### config.mk
export PLATFORM = sky130hd
export DESIGN_NAME = cla_nibble_serial_adder
export DESIGN_NICKNAME = d
export VERILOG_FILES = /design/src/rtl/cla_nibble_serial_adder_pkg.sv /design/src/rtl/cla_nibble_serial_adder_cla4.sv /design/src/rtl/cla_nibble_serial_adder.sv
export SDC_FILE = /design/constraint.sdc
export NUM_CORES = 1
export LEC_CHECK = 0
export ABC_AREA = 1
export ABC_CLOCK_PERIOD_IN_PS = 3300
export CAP_MARGIN = 20
export CELL_PAD_IN_SITES_DETAIL_PLACEMENT = 0
export CELL_PAD_IN_SITES_GLOBAL_PLACEMENT = 1
export CORE_UTILIZATION = 40
export DETAILED_ROUTE_END_ITERATION = 16
export GPL_TIMING_DRIVEN = 1
export PLACE_DENSITY = 0.9
export SLEW_MARGIN = 0
export SYNTH_ARGS = -nofsm -noshare
export SYNTH_HDL_FRONTEND = slang
export SYNTH_SLANG_ARGS = --single-unit
### constraint.sdc
create_clock -name clk -period 3.3 [get_ports clk]
set_clock_uncertainty 0.1 [all_clocks]
set_input_delay 0.825 -clock clk [delete_from_list [all_inputs] [get_ports clk]]
set_output_delay 0.825 -clock clk [all_outputs]
set_load 0.02 [all_outputs]
### src/rtl/cla_nibble_serial_adder_pkg.sv
// Shared definitions for the nibble-serial CLA adder: state codes, slice
// width and the idx counter width helper.
package cla_nibble_serial_adder_pkg;

  localparam int NIB_W = 4;

  // State codes kept as plain constants so older tooling can consume them.
  localparam logic [1:0] IDLE = 2'd0;
  localparam logic [1:0] RUN  = 2'd1;
  localparam logic [1:0] DONE = 2'd2;

  // Width of the nibble index: clog2(WIDTH/4), never below 1.
  function automatic int idx_w(input int width);
    int n;
    n = width / NIB_W;
    return (n <= 2) ? 1 : $clog2(n);
  endfunction

endpackage

### src/rtl/cla_nibble_serial_adder_cla4.sv
// 4-bit carry-lookahead slice. Produces the nibble sum plus group
// generate/propagate; the caller forms the group carry-out from those.
module cla_nibble_serial_adder_cla4 (
  input  logic [3:0] a,
  input  logic [3:0] b,
  input  logic       ci,
  output logic [3:0] s,
  output logic       pg,
  output logic       gg
);

  logic [3:0] p;
  logic [3:0] g;
  logic [3:0] c;

  // Lookahead carries into each bit, then the group terms.
  always_comb begin
    p    = a ^ b;
    g    = a & b;
    c[0] = ci;
    c[1] = g[0] | (p[0] & ci);
    c[2] = g[1] | (p[1] & g[0]) | (p[1] & p[0] & ci);
    c[3] = g[2] | (p[2] & g[1]) | (p[2] & p[1] & g[0]) | (p[2] & p[1] & p[0] & ci);
    s    = p ^ c;
    pg   = &p;
    gg   = g[3] | (p[3] & g[2]) | (p[3] & p[2] & g[1]) | (p[3] & p[2] & p[1] & g[0]);
  end

endmodule

### src/rtl/cla_nibble_serial_adder.sv
// Multi-cycle WIDTH-bit add/subtract that pushes one nibble per clock
// through a single shared CLA4 slice, LSB nibble first, with the
// inter-nibble carry held in a register.
module cla_nibble_serial_adder
  import cla_nibble_serial_adder_pkg::*;
#(
  parameter int WIDTH = 16
) (
  input  logic             clk,
  input  logic             rst,
  input  logic             start,
  input  logic [WIDTH-1:0] a,
  input  logic [WIDTH-1:0] b,
  input  logic             cin,
  input  logic             sub,
  output logic             busy,
  output logic             done,
  output logic [WIDTH-1:0] sum,
  output logic             cout,
  output logic             ovf
);

  localparam int N  = WIDTH / NIB_W;
  localparam int IW = idx_w(WIDTH);

  logic [1:0]       state;
  logic [IW-1:0]    idx;
  logic             carry;
  logic [WIDTH-1:0] a_r;
  logic [WIDTH-1:0] b_r;
  logic [WIDTH-1:0] acc;

  logic [NIB_W-1:0] nib_a;
  logic [NIB_W-1:0] nib_b;
  logic [NIB_W-1:0] nib_s;
  logic             pg;
  logic             gg;
  logic             slice_co;
  logic             last;

  // Select the current nibble of each operand and form the slice carry-out.
  always_comb begin
    nib_a    = a_r[idx*NIB_W +: NIB_W];
    nib_b    = b_r[idx*NIB_W +: NIB_W];
    slice_co = gg | (pg & carry);
    last     = (idx == IW'(N-1));
  end

  cla_nibble_serial_adder_cla4 u_cla4 (
    .a  (nib_a),
    .b  (nib_b),
    .ci (carry),
    .s  (nib_s),
    .pg (pg),
    .gg (gg)
  );

  // Status flags decode straight from state so an async reset clears them at once.
  always_comb begin
    busy = (state == RUN);
    done = (state == DONE);
  end

  // Sequencer: latch operands, walk nibbles, publish the result on the last one.
  always_ff @(posedge clk or posedge rst) begin
    if (rst) begin
      state <= IDLE;
      idx   <= '0;
      carry <= 1'b0;
      a_r   <= '0;
      b_r   <= '0;
      acc   <= '0;
      sum   <= '0;
      cout  <= 1'b0;
      ovf   <= 1'b0;
    end else begin
      case (state)
        IDLE, DONE: begin
          if (start) begin
            // Subtract is A + ~B + 1; the forced carry replaces cin.
            a_r   <= a;
            b_r   <= sub ? ~b : b;
            carry <= sub ? 1'b1 : cin;
            idx   <= '0;
            state <= RUN;
          end else begin
            state <= IDLE;
          end
        end
        RUN: begin
          acc[idx*NIB_W +: NIB_W] <= nib_s;
          carry <= slice_co;
          idx   <= idx + IW'(1);
          if (last) begin
            sum   <= {nib_s, acc[WIDTH-NIB_W-1:0]};
            cout  <= slice_co;
            ovf   <= (a_r[WIDTH-1] == b_r[WIDTH-1]) & (nib_s[NIB_W-1] != a_r[WIDTH-1]);
            idx   <= '0;
            state <= DONE;
          end
        end
        default: state <= IDLE;
      endcase
    end
  end

endmodule

* Word-level counts from Yosys, hierarchy flattened
Index checks and enable logic that the tools add are counted.
Operators by class: $add $sub $neg 2, multiply operators 0, divide/modulo/power cells 0, $lt $le $gt $ge 0, eq/ne operators 7, shift-type cells 4, muxes and demuxes 11, bitwise operators 30, reductions and logical operators 7
Operators by type and width (count):
- $neg 4->34 | 1
- $shift 4x34->16 const A | 1
- $shiftx 4x34->16 | 1
- $shiftx 16x5->4 | 2
- $and 1x1->1 | 16
- $bwmux 16 | 1
- $mux 16 | 1
- $not 16->16 | 1
- $or 1x1->1 | 10
- $pmux 2 s2 | 2
- $xor 4x4->4 | 2
- $mux 2 | 3
- $reduce_and 2->1 | 3
- $and 4x4->4 | 1
- $eq 2x2->1 const B | 2
- $reduce_and 4->1 | 1
- $mux 1 | 3
- $add 2x1->2 const B | 1
- $eq 2x1->1 const B | 1
- $logic_not 2->1 | 1
- $ne 2x1->1 const B | 1
- $ne 2x2->1 const B | 1
- $pmux 1 s2 | 1
- $reduce_bool 2->1 | 1
- 3 further kinds | 3
Word-level totals: flip-flop bits (word level) 71, bits in latches 0, memory bits (writable) 0, ROM bits 0, bits of input ports 37, output and inout bits 20, memories kept 0

* Depth between registers and ports, before layout
word-level depth 9, gate-level depth with buffers 13, gate-level depth less buffers 12

* By module
A second synthesis with hierarchy kept.
Second synthesis, totals: cells, all modules 408, area, all modules 3357.0 um^2
By module, submodules not included:
- cla_nibble_serial_adder | times used 1, cells an instance 376, area an instance 3155.5 um^2, sequential area each 1676.6 um^2
- cla_nibble_serial_adder_cla4 | times used 1, cells an instance 32, area an instance 201.4 um^2, sequential area each 0.0 um^2

* Worst setup path before layout
No wires, ideal clock.
path type register to register, from register idx[0], to register carry, data arrival time 2022 ps, required time 3068 ps, slack 1046 ps, stages on the path, launching flop included 14, cell sequence dfrtp_1 clkinv_1 clkbuf_1 nor2_1 o22ai_1 ha_1 nand2_1 nand2_1 nand2_1 nand2_1 nand2_1 nand2_1 nand2_1 o211ai_1
Between the ends: cells in the longest elaborated chain, start to end 8
Ends and longest elaborated chain:
- start: declaration | RTL line cla_nibble_serial_adder.sv:27 | logic [IW-1:0] idx;
- start signal: assignment | RTL line cla_nibble_serial_adder.sv:93 | idx <= idx + IW'(1);
- $shiftx 16x5->4, on equally long branches | RTL line cla_nibble_serial_adder.sv:43, cla_nibble_serial_adder.sv:44
- $xor 4x4->4 or $and 4x4->4 (tied branches) | RTL line cla_nibble_serial_adder_cla4.sv:18, cla_nibble_serial_adder_cla4.sv:19
- $and 1x1->1 | RTL line cla_nibble_serial_adder_cla4.sv:26 | gg = g[3] | (p[3] & g[2]) | (p[3] & p[2] & g[1]) | (p[3] & p[2] & p[1] & g[0]);
- $or 1x1->1 or $and 1x1->1 (tied branches) (2 in a row) | RTL line cla_nibble_serial_adder_cla4.sv:26
- $or 1x1->1 | RTL line cla_nibble_serial_adder_cla4.sv:26
- $or 1x1->1 (*) | RTL line cla_nibble_serial_adder.sv:45 | slice_co = gg | (pg & carry);
- $pmux 1 s2 (*) | RTL line cla_nibble_serial_adder.sv:77 | case (state)
- end signal: assignment | RTL line cla_nibble_serial_adder.sv:83 | carry <= sub ? 1'b1 : cin;
- end signal: assignment | RTL line cla_nibble_serial_adder.sv:92 | carry <= slice_co;
- end: declaration | RTL line cla_nibble_serial_adder.sv:28 | logic carry;
Mark *: on every way between the ends. The rest lies on a longest branch, timed or not. A chain may end at the register's enable or synchronous reset.

* Worst setup path after layout
from register state[1], to output busy
Between the ends: cells in the longest elaborated chain, start to end 1
Ends and longest elaborated chain:
- start: declaration | RTL line cla_nibble_serial_adder.sv:26 | logic [1:0] state;
- start signal: assignment | RTL line cla_nibble_serial_adder.sv:67 | state <= IDLE;
- start signal: assignment | RTL line cla_nibble_serial_adder.sv:85 | state <= RUN;
- start signal: assignment | RTL line cla_nibble_serial_adder.sv:87 | state <= IDLE;
- $eq 2x1->1 | RTL line cla_nibble_serial_adder.sv:60 | busy = (state == RUN);
- end: declaration | RTL line cla_nibble_serial_adder.sv:16 | output logic busy,
Every way passes these cells.

==> results_dict.tcl <==
set metrics [dict create \
    setup_viol 0 \
    total_power_mw 4.17 \
    syn_area_um2 3170 \
    worstPathRequired_ns 2.37 \
    finalSetupTns_ns 0 \
    stdcell_count 495 \
    core-area_um2 7690 \
    finalWirelength_mm 6.34 \
    area_growth_syn_to_layout_pct 26.9 \
    worstPathArrival_ns 1.60 \
    post_cts_buffers 0 \
    crit_type "reg2out" \
    antenna_found_initial 0 \
    synth_edf_count 0 \
    worst_hold_slack_ns 0.372 \
    die_x_um 91.0 \
    yosysUniqueCellTypes 25 \
    grt_pass1_wl_mm 10.8 \
    grt_use_met2_pct 27.1 \
    start_util_pct 41.2 \
    layout-drive-gt1-share_pct 10.9 \
    ioPinCount 57 \
    grt_pass1_vias 2295 \
    clock_latency_ns 0.34 \
    fin_crit_ns 2.52 \
    cts.reportedPaths.clkPinSlew_ns 0.07 \
    synthArstFlopShare_pct 100 \
    max_freq_ghz 0.396 \
    power_density_nw_per_um2 1040 \
    h-tree-depth 3 \
    grt.overflow.total 0 \
    synth_common_cells "nand2_1, dfrtp_1, o21ai_0" \
    drv_cap 0 \
    grt_max_degree 52 \
    synth_top_area_share_pct 52.9 \
    swShare_pct 42.1 \
    die_h_um 91.0 \
    hold_class "reg2reg" \
    rsz0062_at_grt "false" \
    routedWlPerCell_um 12.8 \
    status "completed" \
    slew_headroom_pct 58.0 \
    peakVddDrop_mv 0.386 \
    reg2reg_slack_ns 0.83 \
    seq_power_share_pct 33.5 \
    drt_iter0_markers 128 \
    cts-hold-fix-buffers 0 \
    vias 2447 \
    drv_slew 0 \
    routabilityCongestion 0.886 \
    cts_buffers 9 \
    p_leak_nw 1.83 \
    synth_seq_cells 67 \
    finalHoldViolCount 0 \
    cts_tree "done" \
    fin_util_pct 52.3 \
    die_area_um2 8280 \
    finalNetCount 437 \
    synth_area_leader_cell "dfrtp_1" \
    synth_nets 379 \
    p_switching_mw 1.76 \
    diodes 0 \
    cts_resized 0 \
    comb_power_share_pct 50.4 \
    yosysWarnings 0 \
    num_rows 32 \
    port-buffer-count 56 \
    p_int_mw 2.41 \
    met1_usage_pct 21.1 \
    vias_per_cell 4.94 \
    synthCells 331 \
    synth_flop_cell "dfrtp_1" \
    nFillCells 739 \
    tightest_slew_ns 0.629 \
    clock_path_buffers 2 \
    clock-sinks 67 \
    startpoint_type "flip-flop" \
    place_inst 480 \
    dr.pass1.iters 4 \
    track_usage_pct 16.8 \
    busiest_layer "met2" \
    ctsRootBufferMaster "clkbuf_8" \
    seq_area_frac_synth_pct 52.9 \
    cp_max_fo 7 \
    end_kind "output pin" \
    fin_crit_sh_pct 76.5 \
    grtUsageMet3_pct 3.27 \
    power.share.clock_pct 16.1 \
    syn_avg_cell_area_um2 9.57 \
    ant_nets 0 \
    synth.most_common_cell "nand2_1" \
    remaining_drc_errors 0 \
    dp_hpwl_mm 4.74 \
    synthTopCellsByArea "dfrtp_1, nand2_1, o21ai_0" \
]
## power by group through the flow
stage / logic [mW] / registers (mW) / clock network (mW)
after floorplan: 1.42 / 1.45 / 0
after global placement: 2.05 / 1.40 / 0
after detailed placement: 2.11 / 1.41 / 0
after CTS: 2.11 / 1.40 / 0.687
after global routing: 2.37 / 1.44 / 0.723
final: 2.10 / 1.40 / 0.673
## area by class of cell
class | count | area (um^2) | share of cell area (%)
inverters | 29 | 109 | 2.71
flip-flops and latches | 67 | 1680 | 41.7
repair buffers | 60 | 603 | 15.0
well taps | 102 | 128 | 3.18
clock inverters | 2 | 35.0 | 0.872
clock buffers | 13 | 159 | 3.96
multi-input cells | 222 | 1310 | 32.5
## registers in the layout, indices dropped and copies added (netlist names)
| register | count |
|---|---|
| carry | 1 |
| cout | 1 |
| ovf | 1 |
| a_r | 16 |
| idx | 2 |
| state | 2 |
| acc | 12 |
| sum | 16 |
| b_r | 16 |
## metal layers
layer,share of wire [%],up-vias,wire (um)
met5,0,-,0
li1,-,1200,-
met1,45,1157,2830
met2,48,71,3070
met4,3.1,0,199
met3,3.8,19,238
## kinds of logic (layout without fill, tap and decap cells)
logic type               after synthesis  in the layout  share of synthesized area, %
AND/OR/NAND/NOR                      110            110                          14.5
AO/OA/AOI/OAI                         68             68                          11.8
flip-flops                            67             67                          52.9
buffers and inverters                 42            104                          5.77
XOR/XNOR                              17             17                          4.70
multiplexers                          16             16                          5.69
adder cells (fa/ha/maj)               11             11                          4.58
## placed cells by master (no fill, tap or decap), types with 2 or more instances in the layout
| cell type | synthesis | routed |
|---|---|---|
| ha_1 | 10 | 10 |
| nand2_1 | 74 | 74 |
| nor2_1 | 19 | 19 |
| inv_1 | 24 | 23 |
| buf_4 | 1 | 3 |
| nand3_1 | 13 | 13 |
| clkbuf_1 | 5 | 2 |
| xnor2_1 | 16 | 16 |
| dfrtp_1 | 67 | 67 |
| o21ai_0 | 46 | 46 |
| clkinv_1 | 2 | 2 |
| o21ai_2 | 3 | 3 |
| inv_2 | 3 | 4 |
| clkdlybuf4s50_1 | 0 | 56 |
| o22ai_1 | 16 | 16 |
| clkbuf_8 | 0 | 11 |
| mux2_2 | 16 | 16 |
| a21oi_1 | 2 | 2 |
## through the flow
step	setup slack, ns	area, um^2
after global placement	0.953	3820
after detailed placement	0.876	3820
final	0.776	4020
after floorplan	0.692	3170
after global routing	0.524	4020
after CTS	0.747	4020
## worst paths after layout
kind                            startpoint     end  depth (start not counted)
worst max-delay path              state[1]    busy                          2
worst min-delay path                sum[3]  sum[3]                          2
worst max register to register      idx[0]   carry                         10
worst min register to register      sum[3]  sum[3]                          2
max in group asynchronous              rst  a_r[3]                          3
min in group asynchronous              rst  sum[9]                          2
## worst max-delay path: stages, from the launching register on
cell,delay (ns)
dfrtp_1,0.40
nor2_4,0.22
clkdlybuf4s50_1,0.64
No activity file was read; power rests on OpenSTA's default activity.
